$ cat config.mk
export PLATFORM = sky130hd
export DESIGN_NAME = rr_stream_arbiter
export DESIGN_NICKNAME = d
export VERILOG_FILES = /design/src/rtl/rr_stream_arbiter_pkg.sv /design/src/rtl/rr_stream_arbiter_pick.sv /design/src/rtl/rr_stream_arbiter.sv
export SDC_FILE = /design/constraint.sdc
export NUM_CORES = 1
export LEC_CHECK = 0
export BUFFER_PORTS_ARGS = -buffer_cell sky130_fd_sc_hd__clkbuf_2
export CAP_MARGIN = 20
export CORE_UTILIZATION = 35
export DETAILED_ROUTE_END_ITERATION = 10
export GPL_TIMING_DRIVEN = 0
export PLACE_DENSITY = 0.68
export SKIP_LAST_GASP = 1
export SYNTH_ARGS = -nofsm -noshare
export SYNTH_HDL_FRONTEND = slang
export SYNTH_SLANG_ARGS = --single-unit
$ cat constraint.sdc
create_clock -name BUS_CLK -period 2.35 [get_ports BUS_CLK]
set_clock_uncertainty 0.2 [all_clocks]
set_input_delay 0.3525 -clock BUS_CLK [delete_from_list [all_inputs] [get_ports BUS_CLK]]
set_output_delay 0.3525 -clock BUS_CLK [all_outputs]
set_load 0.02 [all_outputs]
$ cat src/rtl/rr_stream_arbiter_pkg.sv
// Shared types and helpers for the round-robin stream arbiter.
package rr_stream_arbiter_pkg;

    typedef enum logic {
        IDLE  = 1'b0,
        GRANT = 1'b1
    } arb_state_t;

    // Minimum 1 so a 1-entry range still gets a real bit.
    function automatic int clog2(input int n);
        int r;
        r = 0;
        while ((1 << r) < n) r++;
        return (r < 1) ? 1 : r;
    endfunction

endpackage

$ cat src/rtl/rr_stream_arbiter_pick.sv
// Rotating priority encoder: first set request strictly after base, wrapping.
module rr_pick
    import rr_stream_arbiter_pkg::*;
#(
    parameter int N = 4,
    localparam int W = clog2(N)
)(
    input  logic [N-1:0] req,
    input  logic [W-1:0] base,
    output logic         found,
    output logic [W-1:0] index
);

    always_comb begin
        int j;
        logic [W-1:0] jw;
        found = 1'b0;
        index = '0;
        j     = 0;
        jw    = '0;
        // i = N brings the search back round to base itself last.
        for (int i = 1; i <= N; i++) begin
            j  = (int'(base) + i) % N;
            jw = W'(j);
            if (!found && req[jw]) begin
                found = 1'b1;
                index = jw;
            end
        end
    end

endmodule

$ cat src/rtl/rr_stream_arbiter.sv
// Round-robin merge of FWFT source FIFOs into one registered, back-pressured sink.
module rr_stream_arbiter
    import rr_stream_arbiter_pkg::*;
#(
    parameter int CHANNELS   = 4,
    parameter int DATA_WIDTH = 32,
    parameter int MAX_BURST  = 16,
    parameter int CNT_WIDTH  = 16,
    localparam int IDW = clog2(CHANNELS)
)(
    input  logic                           BUS_CLK,
    input  logic                           BUS_RST,
    input  logic [CHANNELS-1:0]            CH_ENABLE,
    input  logic [CHANNELS-1:0]            WRITE_REQ,
    input  logic [CHANNELS-1:0]            HOLD_REQ,
    input  logic [CHANNELS*DATA_WIDTH-1:0] DATA_IN,
    output logic [CHANNELS-1:0]            READ_GRANT,
    input  logic                           READY_IN,
    output logic                           WRITE_OUT,
    output logic [DATA_WIDTH-1:0]          DATA_OUT,
    output logic [IDW-1:0]                 CH_ID_OUT,
    input  logic                           CNT_CLEAR,
    output logic [CNT_WIDTH-1:0]           WORD_CNT
);

    localparam int BW = clog2(MAX_BURST + 1);

    arb_state_t      state, state_nxt;
    logic [IDW-1:0]  g, g_nxt;
    logic [IDW-1:0]  ptr, ptr_nxt;
    logic [BW-1:0]   burst, burst_nxt;
    logic            pick_found;
    logic [IDW-1:0]  pick_idx;
    logic            pop;
    logic [DATA_WIDTH-1:0] data_sel;

    rr_pick #(.N(CHANNELS)) u_pick (
        .req   (CH_ENABLE & WRITE_REQ),
        .base  (ptr),
        .found (pick_found),
        .index (pick_idx)
    );

    assign data_sel = DATA_IN[g*DATA_WIDTH +: DATA_WIDTH];

    always_comb begin
        state_nxt  = state;
        g_nxt      = g;
        ptr_nxt    = ptr;
        burst_nxt  = burst;
        pop        = 1'b0;
        READ_GRANT = '0;
        case (state)
            IDLE: begin
                if (pick_found) begin
                    g_nxt     = pick_idx;
                    state_nxt = GRANT;
                end
            end
            GRANT: begin
                pop           = WRITE_REQ[g] & CH_ENABLE[g] & (!WRITE_OUT | READY_IN);
                READ_GRANT[g] = pop;
                // Saturates so a long held packet cannot wrap the count.
                if (pop && burst != BW'(MAX_BURST))
                    burst_nxt = burst + 1'b1;
                if (!CH_ENABLE[g] ||
                    (!HOLD_REQ[g] && (!WRITE_REQ[g] || (pop && burst_nxt == BW'(MAX_BURST))))) begin
                    state_nxt = IDLE;
                    ptr_nxt   = g;
                    burst_nxt = '0;
                end
            end
            default: state_nxt = IDLE;
        endcase
    end

    always_ff @(posedge BUS_CLK or posedge BUS_RST) begin
        if (BUS_RST) begin
            state <= IDLE;
            g     <= '0;
            ptr   <= IDW'(CHANNELS - 1);
            burst <= '0;
        end else begin
            state <= state_nxt;
            g     <= g_nxt;
            ptr   <= ptr_nxt;
            burst <= burst_nxt;
        end
    end

    // Output register: a pop refills it, an accepted word with no refill empties it.
    always_ff @(posedge BUS_CLK or posedge BUS_RST) begin
        if (BUS_RST) begin
            WRITE_OUT <= 1'b0;
            DATA_OUT  <= '0;
            CH_ID_OUT <= '0;
        end else if (pop) begin
            WRITE_OUT <= 1'b1;
            DATA_OUT  <= data_sel;
            CH_ID_OUT <= g;
        end else if (READY_IN) begin
            WRITE_OUT <= 1'b0;
        end
    end

    always_ff @(posedge BUS_CLK or posedge BUS_RST) begin
        if (BUS_RST)
            WORD_CNT <= '0;
        else if (CNT_CLEAR)
            WORD_CNT <= '0;
        else if (WRITE_OUT && READY_IN && WORD_CNT != '1)
            WORD_CNT <= WORD_CNT + 1'b1;
    end

endmodule

======== Yosys cells after proc, flatten, opt, wreduce, memory -nomap -nowiden ========
Cells that the tools add are included.
W data, S select, Z words.
word-level totals
  flip-flop bits (word level) ............. 61
  bits in latches ......................... 0
  RAM bits ................................ 0
  memory bits (read-only) ................. 0
  output and inout bits ................... 55
  word-level logic and storage cells ...... 88
  memories kept ........................... 0
operators by class
  add/subtract/negate cells ............... 6
  multiply operators ...................... 0
  div/mod/pow operators ................... 0
  order comparisons ....................... 6
  equality and inequality tests ........... 3
  shift operators ......................... 1
  multiplexer cells ....................... 36
  bitwise gates (word level) .............. 6
  reductions and logical operators ........ 22
operators by type and width
  kind                     count
  $shiftx A128 B8 Y32      1
  $mux W16                 2
  $mux W1                  17
  $add A16 B1 Y16 const B  1
  $ne A16 B16 Y1 const B   1
  $lt A2 B3 Y1 const B     5
  $mux W5                  3
  $bmux W1 S2              7
  $logic_and A1 B1 Y1      9
  $and A4 B4 Y4            2
  $mux W2                  4
  $logic_not A1 Y1         7
  $add A5 B1 Y5 const B    1
  $eq A5 B5 Y1 const B     1
  $ne A5 B5 Y1 const B     1
  $add A2 B1 Y2 const B    2
  $add A2 B2 Y2 const B    2
  $mux W4                  1
  $reduce_and A2 Y1        2
  $reduce_bool A2 Y1       2
  $and A1 B1 Y1            2
  $demux W1 S2             1
  $ge A2 B1 Y1 const B     1
  $logic_or A1 B1 Y1       2
  3 further kinds          3

======== Logic depth before layout (Yosys ltp) ========
  depth after elaboration ................. 15
  depth in mapped cells ................... 7
  mapped depth without buffers ............ 7

======== Hierarchy ========
Synthesis repeated with hierarchy kept, for this count alone.
unflattened totals
  cell total of the unflattened synthesis .. 307
  area total of the unflattened synthesis .. 3,863.7 sq um
modules (own cells, without submodules)
  module             instances  cells an instance  area each (sq um)  seq. area each (sq um)
  rr_stream_arbiter  1          293                3,772.4            1,529.0
  rr_pick            1          14                 91.3               0.0

======== Least setup slack after synthesis ========
OpenSTA, ideal clock, no wires.
  kind .................................... reg-to-output
  start point ............................. register g[1]
  end point ............................... output port READ_GRANT[1]
  arrival time ............................ 1.757 ns
  required time ........................... 1.798 ns
  slack ................................... 0.040 ns
  stages on the path, launching flop included .. 7
  buffers on the path ..................... 2
  cells stage by stage .................... dfrtp_1 buf_6 mux4_2 and3_4 buf_6 nand2_8 nor3b_1
between the ends
  word-level cells in the longest chain between the ends .. 6
  elaborated cells between the ends (all ways) .. 13
ends and longest elaborated chain
  element                                                               line                                              RTL
  start, declared                                                       rr_stream_arbiter.sv:29                           logic [IDW-1:0] g, g_nxt;
  start signal, assigned                                                rr_stream_arbiter.sv:85                           g <= g_nxt;
  $lt A2 B3 Y1 (not written as such), or another cell as far along      rr_stream_arbiter.sv:62                           READ_GRANT[g] = pop;
  $logic_and A1 B1 Y1 (not written as such) or $mux W1 (tied branches)  rr_stream_arbiter.sv:62, rr_stream_arbiter.sv:61
  $mux W1 (not written as such) or $and A1 B1 Y1 (tied branches)        rr_stream_arbiter.sv:62, rr_stream_arbiter.sv:61
  $demux W1 S2 or $and A1 B1 Y1 (tied branches)                         rr_stream_arbiter.sv:62, rr_stream_arbiter.sv:61
  $and A4 B4 Y4 (no source line) (*)                                    --
  $mux W4 (*)                                                           rr_stream_arbiter.sv:53                           case (state)
  end, declared                                                         rr_stream_arbiter.sv:17                           output logic [CHANNELS-1:0] READ_GRANT,
Mark *: on every way between the ends. The rest lies on a longest branch, timed or not. The select of a mux whose other input is x is not followed.

======== Worst setup path after layout ========
  start point ............................. register g[1]
  end point ............................... output port READ_GRANT[3]
Same word-level chain as after synthesis.

==> qor.csv <==
stage;metric;value;unit
placement;gp_congestion;0.8577;
global_route;antenna_found_initial;0;
global_route;grt.overflow.total;0;
worst_setup_path;slowest_delay;0.57;ns
yosys;synth-seq-cells;61;
floorplanning;core_area;10420;µm²
cts;cts_tree;done;
floorplanning;fp.dieH;106.1;µm
timing;slew-limit-headroom;62.07;%
timing;fmax;0.4064;GHz
run;drv_cap;0;
layout;syn_to_final_growth;41.19;%
cts;clockBufferDepth;2;
hold_path;hp-class;input port to flip-flop;
layout;antennaDiodeCount;0;
worst_setup_path;cp_max_fo;4;
worst_setup_path;path_class;flip-flop to output port;
timing;slew_violations;0;
layout;fin_cells;657;
cts;htree_num_levels;3;
yosys;ys_seq_area_share;40.30;%
layout;layout-drive-gt1-share;63.92;%
detailed_routing;viasPerCell;5.209;
yosys;yosysWarnings;0;
yosys;syn_area;3794;µm²
run_status;status;finished, violations left;
worst_setup_path;path_depth;6;
floorplanning;die-width;106.1;µm
timing;tightest_slew;0.5682;ns
cts;path_clk_slew;0.08;ns
run_status;violations;negative setup slack;
placement;port_buffers;197;
placement;place_inst;630;
detailed_routing;drt-total-wl;10.80;mm
worst_setup_path;reg2reg_slack;0.10;ns
cts;cts_sinks;61;
detailed_routing;firstDrtPassIters;4;
pwr;p_leak;0.002543;µW
yosys;synthCells;296;
yosys;synthFlopType;dfrtp_1;
worst_setup_path;path_cells;mux4_2, nand3_4, nor2_4, buf_6, and3_4, buf_8;
floorplanning;dieArea;11260;µm²
worst_setup_path;end_kind;output port;
layout;num-fill-cells;963;
floorplanning;initial_utilization;36.42;%
yosys;yosys.cell_count.top_type;dfrtp_1;
layout;nNetsFinal;663;
timing;finalWorstSetupSlack;-0.1104;ns
yosys;yosys-top-cells-area;dfrtp_1 39%, mux4_2 21%, mux2_2 9.5%, nand2_1 2.3%, xor2_1 1.8%;
pwr;p_per_area;1122;nW/µm²
worst_setup_path;worstReg2RegStart;g[1]$_DFFE_PP0P_;
yosys;async_reset_ff_share;100.0;%
global_route;track_usage;19.48;%
detailed_routing;vias;3422;
yosys;synthTopCellsByCount;59 x dfrtp_1, 35 x mux4_2, 32 x mux2_2, 23 x nand2_1, 17 x nor2_1;
worst_setup_path;cp_top_family;multiplexers;
worst_setup_path;required;1.80;ns
worst_setup_path;worstPathArrival;1.91;ns
worst_setup_path;cp-start-kind;flip-flop;
timing;hold_viol_final;0;
timing;holdWs;0.2001;ns
timing;finalSetupViolCount;4;
worst_setup_path;startpoint;g[1]$_DFFE_PP0P_;
timing;period_share;104.7;%
yosys;synth_top_area_share;38.92;%
layout;final_util;51.42;%
timing;rsz0062_at_grt;yes;
worst_setup_path;slowest_stage;mux4_2;
yosys;yosysTopAreaCell;dfrtp_1;
cts;cts_inserted_buffers;9;
yosys;syn_nets;443;
detailed_routing;wl_per_cell;16.43;µm
floorplanning;ios;199;
yosys;synth_cell_types;61;
detailed_routing;detail-route-antenna-nets;0;
detailed_routing;drtIter0Drc;139;
floorplanning;row_count;37;
yosys;avgSynthCellArea;12.82;µm²
worst_setup_path;cp-endpoint;READ_GRANT[3];
timing;period_minus_slack;2.460;ns
worst_setup_path;r2r-end;DATA_OUT[15]$_DFFE_PP0P_;
global_route;grt_pass1_wl;16.91;mm
pwr;ir_drop;0.4448;mV
detailed_routing;drc;0;
cts;cts-root-buf;clkbuf_8;
hold_path;hold_depth;2;
placement;dp_hpwl;8.525;mm
worst_setup_path;ff2ff_path_depth;6;
yosys;synth_edf_count;0;
global_route;grt_pass1_vias;3499;
global_route;grt_max_degree;38;
cts;insertion_delay;0.34;ns
worst_setup_path;crit_buf_inv;2;
-- timing repair --
item / 4_1_cts / 5_1_grt
buffers inserted: 12 / 1
pin swaps: 4 / 5
endpoints found under the setup margin: 4 / 20
endpoints found under the hold margin: 22 / 0
hold buffers: 1 / 0
resized for setup: 9 / 18
-- cell usage in the layout (no fill, tap or decap), drive strengths merged, types with 3 or more instances in the layout --
cell and n:
nand4 3, and2 3, nor4 3, buf 27, xor2 8, nor2b 3
ha 3, nor2 18, o21ai 5, dfrtp 59, mux4 35, nor3 5
mux2 36, a21oi 7, clkbuf 213, inv 6, nand3 7, o31ai 3
and3 5, nand2 24, o211ai 5, a31o 3, or4 3, xnor2 3
-- state kept, by name, summed over array words and instances (netlist names) --
register   flops
burst          5
state          1
CH_ID_OUT      2
WRITE_OUT      1
g              2
DATA_OUT      32
WORD_CNT      16
ptr            2
-- per-layer routing --
| metal | vias up | track usage [%] | part of all wire, % | wire length [µm] |
|---|---|---|---|---|
| met5 | - | 0 | 0 | 0 |
| met4 | 0 | 8.234 | 1.7 | 188 |
| met3 | 14 | 3.985 | 4.8 | 522 |
| met2 | 137 | 33.77 | 53 | 5765 |
| met1 | 1687 | 23.41 | 40 | 4321 |
| li1 | 1584 | - | - | - |
-- cell type report --
| class | instances | area, µm² | share of cell area (%) |
|---|---|---|---|
| clock inverters | 5 | 81.33 | 1.518 |
| flip-flops and latches | 61 | 1530 | 28.57 |
| clock buffers | 11 | 151.4 | 2.826 |
| multi-input cells | 209 | 2171 | 40.53 |
| repair buffers | 212 | 1135 | 21.19 |
| well taps | 136 | 170.2 | 3.177 |
| inverters | 5 | 18.77 | 0.3504 |
| plain buffers | 18 | 98.84 | 1.845 |
-- cells by family after synthesis --
kind of cell | count (synthesis) | share of synthesized area [%]
flops | 61 | 40.30
buf+inv | 26 | 3.430
xor+xnor | 11 | 2.540
compound gates | 38 | 7.619
mux | 73 | 31.99
simple gates | 84 | 13.13
fa+ha+maj | 3 | 0.9896
-- report_power, final --
part | leakage [µW] | switching (µW) | internal [µW]
Combinational | 0.00166 | 1650 | 1580
Clock | 0.000116 | 442 | 657
Sequential | 0.000764 | 235 | 1450
Total | 0.00254 | 2330 | 3690
-- worst reg2reg max path, cell delays in order, from the launching register on --
cell and delay [ns]:
dfrtp_2 0.44, mux4_2 0.41, nand3_4 0.11, nor2_4 0.13, buf_4 0.18, buf_2 0.29, mux2_2 0.38
-- worst min path at each step --
stage	slack (ns)	startpoint	to
finish	0.20	CNT_CLEAR	WORD_CNT[12]$_DFFE_PP0P_
CTS	0.18	CNT_CLEAR	WORD_CNT[12]$_DFFE_PP0P_
floorplan	0.31	burst[3]$_DFFE_PP0P_	burst[3]$_DFFE_PP0P_
global placement	0.27	DATA_OUT[24]$_DFFE_PP0P_	DATA_OUT[24]$_DFFE_PP0P_
global route	0.20	READY_IN	WRITE_OUT$_DFFE_PP0P_
detailed placement	0.23	BUS_RST	g[0]$_DFFE_PP0P_
-- metrics by stage --
step	instance area [µm²]	setup TNS [ns]	power (µW)	worst slack, ns
floorplan	3794	0	3907	0.04014
global placement	4950	-32.92	4697	-0.5576
detailed placement	4970	-0.2679	4792	-0.1591
CTS	5325	-0.9854	6058	-0.1579
global route	5356	-0.5419	6377	-0.1702
finish	5356	-0.2731	6011	-0.1104
Power figures use the tool's default switching activity.
